<file path="config.mk">
export PLATFORM = sky130hd
export DESIGN_NAME = fetch_unit
export DESIGN_NICKNAME = d
export VERILOG_FILES = /design/src/rtl/fetch_pkg.sv /design/src/rtl/fetch_skid_buf.sv /design/src/rtl/fetch_unit.sv
export SDC_FILE = /design/constraint.sdc
export NUM_CORES = 1
export LEC_CHECK = 0
export ABC_AREA = 1
export CAP_MARGIN = 20
export CORE_UTILIZATION = 40
export DETAILED_ROUTE_END_ITERATION = 6
export HOLD_SLACK_MARGIN = 0.02
export MAX_ROUTING_LAYER = met4
export PLACE_DENSITY = 0.65
export REMOVE_ABC_BUFFERS = 1
export SYNTH_ARGS = -nofsm -noshare
export SYNTH_HDL_FRONTEND = slang
export SYNTH_SLANG_ARGS = --single-unit
export TNS_END_PERCENT = 30
</file>
<file path="constraint.sdc">
create_clock -name clk -period 7.18 [get_ports clk]
set_input_delay 1.077 -clock clk [delete_from_list [all_inputs] [get_ports clk]]
set_output_delay 1.077 -clock clk [all_outputs]
set_load 0.02 [all_outputs]
</file>
<file path="src/rtl/fetch_pkg.sv">
// fetch_pkg: shared types and constants for the instruction-fetch stage.
//   fetch_state_e : fetch FSM states (F_RUN issues reads, F_HALT stops issue)
//   WORD_W/ADDR_W : instruction word and word-address widths
//   *_DEF         : default values for the fetch_unit parameters
package fetch_pkg;

    localparam int WORD_W = 16;
    localparam int ADDR_W = 16;

    typedef enum logic {
        F_RUN  = 1'b0,
        F_HALT = 1'b1
    } fetch_state_e;

    localparam logic [ADDR_W-1:0] RESET_PC_DEF  = 16'h0000;
    localparam logic [3:0]        HALT_OP_DEF   = 4'hF;
    localparam logic [WORD_W-1:0] NOP_INSTR_DEF = 16'h0000;

endpackage

</file>
<file path="src/rtl/fetch_skid_buf.sv">
// fetch_skid_buf: one-entry buffer holding an instruction word and its PC+1
// when a memory response arrives while decode is stalled.
//   clk, rst       : clock, asynchronous active-low reset (clears valid only)
//   load           : capture load_instr/load_pc
//   drain          : entry consumed by IF/ID this cycle
//   clear          : discard entry (redirect)
//   valid          : entry present
//   instr, pc      : stored instruction and its PC+1
module fetch_skid_buf
    import fetch_pkg::*;
(
    input  logic        clk,
    input  logic        rst,
    input  logic        load,
    input  logic        drain,
    input  logic        clear,
    input  logic [15:0] load_instr,
    input  logic [15:0] load_pc,
    output logic        valid,
    output logic [15:0] instr,
    output logic [15:0] pc
);

    logic        valid_q, valid_d;
    logic [15:0] instr_q, instr_d;
    logic [15:0] pc_q, pc_d;

    always_comb begin
        valid_d = valid_q;
        instr_d = instr_q;
        pc_d    = pc_q;
        if (clear || drain) begin
            valid_d = 1'b0;
        end else if (load) begin
            valid_d = 1'b1;
            instr_d = load_instr;
            pc_d    = load_pc;
        end
    end

    always_ff @(posedge clk or negedge rst) begin
        if (!rst) begin
            valid_q <= 1'b0;
        end else begin
            valid_q <= valid_d;
        end
    end

    // Payload is only meaningful while valid_q is set, so it needs no reset.
    always_ff @(posedge clk) begin
        instr_q <= instr_d;
        pc_q    <= pc_d;
    end

    assign valid = valid_q;
    assign instr = instr_q;
    assign pc    = pc_q;

endmodule

</file>
<file path="src/rtl/fetch_unit.sv">
// fetch_unit: instruction-fetch stage. Holds the PC, issues word reads to a
// synchronous instruction memory and drives the IF/ID register for decode.
//   clk, rst            : clock, asynchronous active-low reset
//   hazard              : decode stall, hold IF/ID and PC
//   PC_update           : leave HALT and resume fetch
//   redirect/redirect_pc: execute-stage control transfer and its target
//   imem_re/imem_addr   : read request (address is pc_q)
//   imem_rdata          : read data, one cycle after an issued read
//   instr_out/PC_out    : IF/ID instruction and its address + 1
//   instr_valid         : IF/ID holds a real instruction
//   halted              : FSM is in F_HALT
module fetch_unit
    import fetch_pkg::*;
#(
    parameter logic [15:0] RESET_PC  = RESET_PC_DEF,
    parameter logic [3:0]  HALT_OP   = HALT_OP_DEF,
    parameter logic [15:0] NOP_INSTR = NOP_INSTR_DEF
) (
    input  logic        clk,
    input  logic        rst,
    input  logic        hazard,
    input  logic        PC_update,
    input  logic        redirect,
    input  logic [15:0] redirect_pc,
    output logic        imem_re,
    output logic [15:0] imem_addr,
    input  logic [15:0] imem_rdata,
    output logic [15:0] instr_out,
    output logic [15:0] PC_out,
    output logic        instr_valid,
    output logic        halted
);

    fetch_state_e state_q, state_d;
    logic [15:0]  pc_q, pc_d;
    logic [15:0]  fetch_pc_q, fetch_pc_d;
    logic         inflight_q, inflight_d;
    logic [15:0]  instr_q, instr_d;
    logic [15:0]  pc_out_q, pc_out_d;
    logic         valid_q, valid_d;

    logic         issue;
    logic         load_ifid;
    logic [15:0]  load_instr;
    logic [15:0]  load_pc;
    logic         skid_load, skid_drain, skid_clear;
    logic         skid_valid;
    logic [15:0]  skid_instr, skid_pc;

    fetch_skid_buf u_skid (
        .clk        (clk),
        .rst        (rst),
        .load       (skid_load),
        .drain      (skid_drain),
        .clear      (skid_clear),
        .load_instr (imem_rdata),
        .load_pc    (fetch_pc_q + 16'd1),
        .valid      (skid_valid),
        .instr      (skid_instr),
        .pc         (skid_pc)
    );

    // A full skid blocks issue so the buffer never has to hold two entries.
    assign issue     = (state_q == F_RUN) && !hazard && !skid_valid && !redirect;
    assign imem_re   = issue;
    assign imem_addr = pc_q;

    always_comb begin
        state_d    = state_q;
        pc_d       = pc_q;
        fetch_pc_d = fetch_pc_q;
        inflight_d = 1'b0;
        instr_d    = instr_q;
        pc_out_d   = pc_out_q;
        valid_d    = valid_q;
        skid_load  = 1'b0;
        skid_drain = 1'b0;
        skid_clear = 1'b0;
        load_ifid  = 1'b0;
        load_instr = imem_rdata;
        load_pc    = fetch_pc_q + 16'd1;

        if (redirect) begin
            // Redirect beats stall and halt: flush everything and retarget.
            state_d    = F_RUN;
            pc_d       = redirect_pc;
            skid_clear = 1'b1;
            instr_d    = NOP_INSTR;
            valid_d    = 1'b0;
        end else begin
            if (issue) begin
                fetch_pc_d = pc_q;
                pc_d       = pc_q + 16'd1;
                inflight_d = 1'b1;
            end
            if (state_q == F_HALT && PC_update) begin
                state_d = F_RUN;
            end

            if (inflight_q) begin
                if (hazard) skid_load = 1'b1;
                else        load_ifid = 1'b1;
            end else if (skid_valid && !hazard) begin
                skid_drain = 1'b1;
                load_ifid  = 1'b1;
                load_instr = skid_instr;
                load_pc    = skid_pc;
            end else if (!hazard) begin
                instr_d = NOP_INSTR;
                valid_d = 1'b0;
            end

            if (load_ifid) begin
                instr_d  = load_instr;
                pc_out_d = load_pc;
                valid_d  = 1'b1;
                // HLT entering IF/ID stops fetch; the read issued alongside
                // it is dropped and the PC rewinds to just past the HLT.
                if (load_instr[15:12] == HALT_OP) begin
                    state_d    = F_HALT;
                    pc_d       = load_pc;
                    inflight_d = 1'b0;
                end
            end
        end
    end

    always_ff @(posedge clk or negedge rst) begin
        if (!rst) begin
            state_q    <= F_RUN;
            pc_q       <= RESET_PC;
            inflight_q <= 1'b0;
            instr_q    <= NOP_INSTR;
            pc_out_q   <= 16'h0000;
            valid_q    <= 1'b0;
        end else begin
            state_q    <= state_d;
            pc_q       <= pc_d;
            inflight_q <= inflight_d;
            instr_q    <= instr_d;
            pc_out_q   <= pc_out_d;
            valid_q    <= valid_d;
        end
    end

    // Only consulted while inflight_q is set.
    always_ff @(posedge clk) begin
        fetch_pc_q <= fetch_pc_d;
    end

    assign instr_out   = instr_q;
    assign PC_out      = pc_out_q;
    assign instr_valid = valid_q;
    assign halted      = (state_q == F_HALT);

endmodule

</file>
==> reports/qor.yml, run 1 <==
sta:
  max_freq_mhz: 233
  min_period_ps: 4280
  tns_ps: 0
  final-hold-violation-count: 0
  setup_viol: 0
  rsz0062_at_grt: "no"
  period_share_pct: 59.7
  finalMaxSlewViolations: 0
  fin_worst_skew_ps: 10.5
  tightest_slew_ps: 816
  holdWs_ps: 483
  relSlewSlack_pct: 45.4
critical_path:
  critPathKind: "input pin to output port"
  critPathLaunchType: "input pin"
  worstPathMaxFanout: 20
  cp_data_required_time_ps: 6100
  cp.arrival_ps: 3210
  rrSetupSlack_ps: 4880
  crit_path_end_kind: "output port"
clock_tree:
  cts_made_buffers: 9
  clockBufferDepth: 2
  post_cts_buffers: 0
  clockRootBuffer: "clkbuf_16"
  clock_latency_ps: 340
  hold_buffers: 0
  cts.clk_slew.worst_paths_ps: 70
  clock-sinks: 100
  ctsResizeCount: 0
  htree_num_levels: 3
  tritoncts: "yes"
grt:
  grt_pass1_wl_um: 19700
  track_usage_pct: 20.6
  grt_overflow_total: 0
  grt_pass1_vias: 3957
  grt_max_degree: 53
  antenna_found_initial: 0
synthesis:
  ys_seq_elements: 100
  synthesis.area_sq_mm: 0.00480
  synth_top_family_by_area: "simple AND/OR/NAND/NOR gates"
  synth_compound_area_share_pct: 7.33
  seq_area_frac_synth_pct: 57.2
  synth_cells: 534
  synthAdderAreaFrac_pct: 0.522
  synth_xor_area_share_pct: 2.01
  synth_mux_area_share_pct: 0.209
  yosysWarnings: 0
  synthSimpleGateAreaFrac_pct: 27.3
  syn_avg_cell_area_sq_um: 8.99
  synth_cell_types: 36
placed_design:
  portBuffers: 87
  gp_congestion: 0.879
  hpwl_um: 8320
die:
  start_util_pct: 41.5
  fp.dieH_um: 112
  io_pins: 88
  std_cell_rows: 39
  core_sq_mm: 0.0116
  die-area_sq_mm: 0.0124
  die_w_um: 112
run_status:
  status: "complete, but fails checks"
  violations: "DRC"
detailed_routing:
  wl_per_cell_um: 15.4
  routed.top_layer: "met4"
  drt_iter0_drc: 204
  wl_met2_um: 5680
  ant_nets: 0
  drt-pass1-iter-count: 6
  drc: 4
  via_count: 3937
  drt-met1-wl_um: 5310
  wirelength_um: 11800
  wl_met3_um: 748
  viasPerCell: 5.13
finish:
  area_delta_synth_final_pct: 27.7
  diodes: 0
  drive_above_1_share_pct: 7.69
  fillers: 1068
  nNetsFinal: 658
pwr:
  leakage_uw: 0.00263
  powerDensity_mw_per_mm2: 236
  ir_drop_uv: 128
job:
  max-cap-violations: 0
min_path:
  worstHoldPathType: "flip-flop to flip-flop"
==> power by group <==
part           switching (uW)  leakage [uW]  total [uW]  internal (uW)
registers                37.4       0.00111         688            650
logic                     140       0.00137         257            117
clock network             228      0.000150         504            277
total                     405       0.00263        1450           1040
==> final cells by class <==
class / instances / area [sq um] / share of cell area (%)
Timing Repair Buffer: 93 / 935 / 15.3
Inverter: 44 / 165 / 2.70
Tap cell: 143 / 179 / 2.92
Sequential cell: 100 / 2740 / 44.8
Multi-Input combinational cell: 371 / 1800 / 29.3
Clock inverter: 7 / 82.6 / 1.35
Clock buffer: 9 / 225 / 3.68
==> per-layer routing <==
| layer | track usage, % | up-vias |
|---|---|---|
| met3 | 5.01 | 10 |
| met1 | 25.7 | 1873 |
| met4 | 4.41 | 0 |
| met5 | - | - |
| li1 | - | 1940 |
| met2 | 34.0 | 114 |
==> state kept, by name, indices dropped and copies added (netlist names) <==
signal        count
halted            1
fetch_pc_q       16
imem_addr        16
inflight_q        1
u_skid.instr     16
u_skid.valid      1
instr_out        16
PC_out           16
u_skid.pc        16
instr_valid       1
==> metrics by stage <==
step,instance area [sq um],setup WS [ps],power [uW],util (%),instances
floorplan,4700,3310,818,-,515
CTS,6100,2890,1460,52.7,766
detailed placement,5790,2900,957,50.1,750
finish,6130,2900,1450,53.0,767
global route,6130,2750,1510,53.0,767
global placement,5780,2940,952,50.0,749
==> placed cells by master (no fill, tap or decap), types with 8 or more instances in the layout <==
cell and n:
o21ai_0 47, inv_1 39, nand3_1 60, edfxtp_1 48, nand4_1 8, xor2_1 8
clkdlybuf4s50_1 86, clkbuf_16 9, nor2_1 46, dfrtp_1 52, nand2_1 148
==> path summary, 6_finish.rpt <==
kind                       startpoint           end  cells after the start
max                            hazard       imem_re                      5
min in group asynchronous         rst     PC_out[4]                      2
max in group asynchronous         rst  imem_addr[8]                      2
max reg2reg                inflight_q  imem_addr[6]                      8
min reg2reg                 PC_out[7]     PC_out[7]                      2
min                         PC_out[7]     PC_out[7]                      2
==> synth_stat cells <==
| library cell | count | area share, % |
|---|---|---|
| buf_6 | 3 | 0.70 |
| clkinv_1 | 2 | 0.16 |
| nand3_1 | 60 | 6.3 |
| o21ai_0 | 47 | 4.9 |
| nand4_1 | 8 | 1.0 |
| xor2_1 | 8 | 1.5 |
| edfxtp_1 | 48 | 30 |
| or2_1 | 3 | 0.39 |
| nor2_4 | 2 | 0.47 |
| nand2_4 | 1 | 0.23 |
| or2_2 | 7 | 0.91 |
| inv_2 | 3 | 0.23 |
| nand3_4 | 1 | 0.37 |
| nand3_2 | 1 | 0.21 |
| ha_1 | 2 | 0.52 |
| nor2_2 | 1 | 0.13 |
| o21ai_1 | 6 | 0.63 |
| nor2_1 | 46 | 3.6 |
| inv_1 | 39 | 3.1 |
| nand2_2 | 4 | 0.52 |
| dfrtp_1 | 52 | 27 |
| a21oi_2 | 1 | 0.18 |
| nor3_1 | 3 | 0.31 |
| nand3b_1 | 3 | 0.47 |
| mux2i_1 | 1 | 0.21 |
| a32o_1 | 4 | 0.83 |
| and2_1 | 5 | 0.65 |
| a31oi_1 | 1 | 0.13 |
| a31o_2 | 1 | 0.18 |
| xnor2_1 | 3 | 0.55 |
| nand2_1 | 148 | 12 |
| buf_2 | 4 | 0.42 |
| or2_0 | 1 | 0.13 |
| clkbuf_1 | 12 | 0.94 |
| o21ai_2 | 2 | 0.37 |
| a21oi_1 | 1 | 0.10 |
==> critical path, cell delays in order <==
cell	delay [ps]
clkdlybuf4s50_1	830
nor2_2	310
nand2_2	180
inv_1	160
clkdlybuf4s50_1	630
==> kinds of logic after synthesis <==
| kind of cell | Yosys count |
|---|---|
| AND/OR/NAND/NOR | 294 |
| flip-flops | 100 |
| AO/OA/AOI/OAI | 63 |
| buffers and inverters | 63 |
| XOR/XNOR | 11 |
| adder cells (fa/ha/maj) | 2 |
| multiplexers | 1 |
(Power assumes the default switching activity.)
==> run 2: changes to the inputs <==
==> constraint.sdc (replaced) <==
create_clock -name clk -period 4.4 [get_ports clk]
set_input_delay 0.66 -clock clk [delete_from_list [all_inputs] [get_ports clk]]
set_output_delay 0.66 -clock clk [all_outputs]
set_load 0.02 [all_outputs]
==> run 2 against run 1 <==
The flow still finishes with violations (DRC). Hold slack worse by 200 ps. Sequential power up 63%. Non-clock buffer count up 1. Global-route usage up 0.15 points. Wire length up 1.7%. Clock skew up 1.9 ps. Sequential share of layout area about the same. Combinational power up 63%. Core utilization about the same. Via count up 0.43%. Count of clock-buffer cells in the layout up 3. Critical path depth unchanged. Highest routed layer unchanged.
==> reports/qor.yml, run 2 (synthesis results as in run 1) <==
clock_tree:
  cts_made_buffers: 9  # unchanged
  post_cts_buffers: 0  # unchanged
  clockBufferDepth: 2  # unchanged
  clock-sinks: 100  # unchanged
  ctsResizeCount: 0  # unchanged
  htree_num_levels: 3  # unchanged
  hold_buffers: 0  # unchanged
  tritoncts: "yes"
  clock_latency_ps: 350  # about the same
  cts.clk_slew.worst_paths_ps: 70  # about the same
  clockRootBuffer: "clkbuf_16"
pwr:
  p_sw_uw: 651  # +61%
  clkPwrFrac_pct: 35.7  # +0.9 points
  combPwrFrac_pct: 17.5  # -0.2 points
  p_total_uw: 2400  # +65%
  pwr-share-seq_pct: 46.8  # -0.7 points
  ir_drop_uv: 231  # +81%
  p_int_uw: 1750  # +67%
  powerDensity_mw_per_mm2: 391  # +66%
  leakage_uw: 0.00264  # +0.20%
  netSwitchingFraction_pct: 27.2  # -0.79 points
finish:
  final_cell_mix: "nand2_1, clkdlybuf4s50_1, nand3_1, dfrtp_1, edfxtp_1"
  fin_area_sq_mm: 0.00612  # about the same
  layout_commonest_cell: "nand2_1"
  diodes: 0  # unchanged
  area_delta_synth_final_pct: 27.6  # about the same
  drive_above_1_share_pct: 7.68  # -0.012 points
  nNetsFinal: 659  # +0.15%
grt:
  antenna_found_initial: 0  # unchanged
  grt_pass1_wl_um: 19400  # -1.6%
  grt_pass1_vias: 3872  # -2.1%
  track_usage_pct: 20.7  # +0.15 points
  grt_overflow_total: 0  # unchanged
  grt_max_degree: 52  # -1.9%
min_path:
  worstHoldPathType: "input pin to async pin"
critical_path:
  cp_data_required_time_ps: 3740  # -2360 ps
  cp-endpoint: "imem_re"
  r2r_cells: 8  # unchanged
  critPathKind: "input pin to output port"
  critPathLaunchType: "input pin"
  worstPathMaxFanout: 10  # -50%
  cp-startpoint: "hazard"
  cp.arrival_ps: 2310  # -900 ps
  r2r_end: "imem_addr[10]"
  crit_path_end_kind: "output port"
  rrSetupSlack_ps: 2050  # -2830 ps
  r2r-start: "inflight_q"
detailed_routing:
  drt_iter0_drc: 203  # -0.49%
  via_count: 3954  # +0.43%
  drc: 4  # unchanged
  viasPerCell: 5.15  # +0.30%
  ant_nets: 0  # unchanged
  drt-pass1-iter-count: 7  # +1
  wirelength_um: 12000  # +1.7%
  wl_per_cell_um: 15.7  # +1.6%
sta:
  relSlewSlack_pct: 59.0  # +14 points
  finalMaxSlewViolations: 0  # unchanged
  final-hold-violation-count: 0  # unchanged
  tns_ps: 0  # unchanged
  period_share_pct: 67.4
  fin_ws_ps: 1430  # -1460 ps
  max_freq_mhz: 337
  tightest_slew_ps: 614  # -202 ps
  rsz0062_at_grt: "no"
  min_period_ps: 2970
  fin_worst_skew_ps: 12.4  # +1.89 ps
  setup_viol: 0  # unchanged
die:
  std_cell_rows: 39  # unchanged
  die_w_um: 112  # unchanged
  die-area_sq_mm: 0.0124  # unchanged
  fp.dieH_um: 112  # unchanged
  core_sq_mm: 0.0116  # unchanged
  io_pins: 88  # unchanged
  start_util_pct: 41.5  # unchanged
placed_design:
  portBuffers: 87  # unchanged
  hpwl_um: 8510  # +2.3%
  gp_congestion: 0.861  # -2.1%
  dpl_cell_area_sq_mm: 0.00580  # +0.19%
  place_ws_ps: 1390  # -1510 ps
run_status:
  status: "complete, but fails checks"
  violations: "DRC"
job:
  max-cap-violations: 0  # unchanged
run 2: cell count changes in the layout (fill, tap and decap cells not counted):
cell | previous run | this run
buf_16 | 1 | 0
buf_4 | 4 | 7
buf_6 | 1 | 0
clkbuf_1 | 0 | 1
clkbuf_16 | 9 | 10
clkbuf_8 | 0 | 1
clkinv_2 | 1 | 0
clkinvlp_4 | 1 | 0
inv_4 | 0 | 1
inv_8 | 2 | 0
run 2: per-layer routing:
layer  vias up  GRT usage [%]  wire (um)
met1      1872           24.5       4980
li1       1940              -          -
met3        18           4.52        803
met4         0           6.40        232
met5         -              -          0
met2       124           35.4       6020
run 2: worst max-delay path: stages:
cell	delay, ps
clkdlybuf4s50_1	510
nor2_2	190
nand2_2	170
inv_1	150
clkdlybuf4s50_1	630
run 2: worst min-delay path by stage:
stage / from / endpoint / slack, ps / depth (start not counted)
floorplan: rst / PC_out[0] / 360 / 0
global placement: PC_out[9] / PC_out[9] / 460 / 2
detailed placement: PC_out[7] / PC_out[7] / 470 / 2
CTS: rst / PC_out[10] / 290 / 1
global route: rst / PC_out[5] / 310 / 1
finish: rst / PC_out[10] / 280 / 1
run 2: layout make-up:
type                            count  area (sq um)
Timing Repair Buffer               94           918
Clock inverter                      4          53.8
Tap cell                          143           179
Multi-Input combinational cell    371          1800
Fill cell                        1069          5440
Clock buffer                       12           268
Sequential cell                   100          2740
Inverter                           44           165
run 2: through the flow:
step	utilization, %	std cells	hold WS [ps]
after floorplan	-	515	364
after global placement	50.2	752	464
after detailed placement	50.2	752	472
after CTS	52.9	768	291
after global routing	52.9	768	311
final	52.9	768	281
run 2: power by group through the flow:
stage	Sequential, uW	Clock (uW)	Combinational, uW
detailed placement	1140	0	423
CTS	1120	872	424
finish	1120	855	420
floorplan	1200	0	132
global route	1130	906	457
global placement	1140	0	416
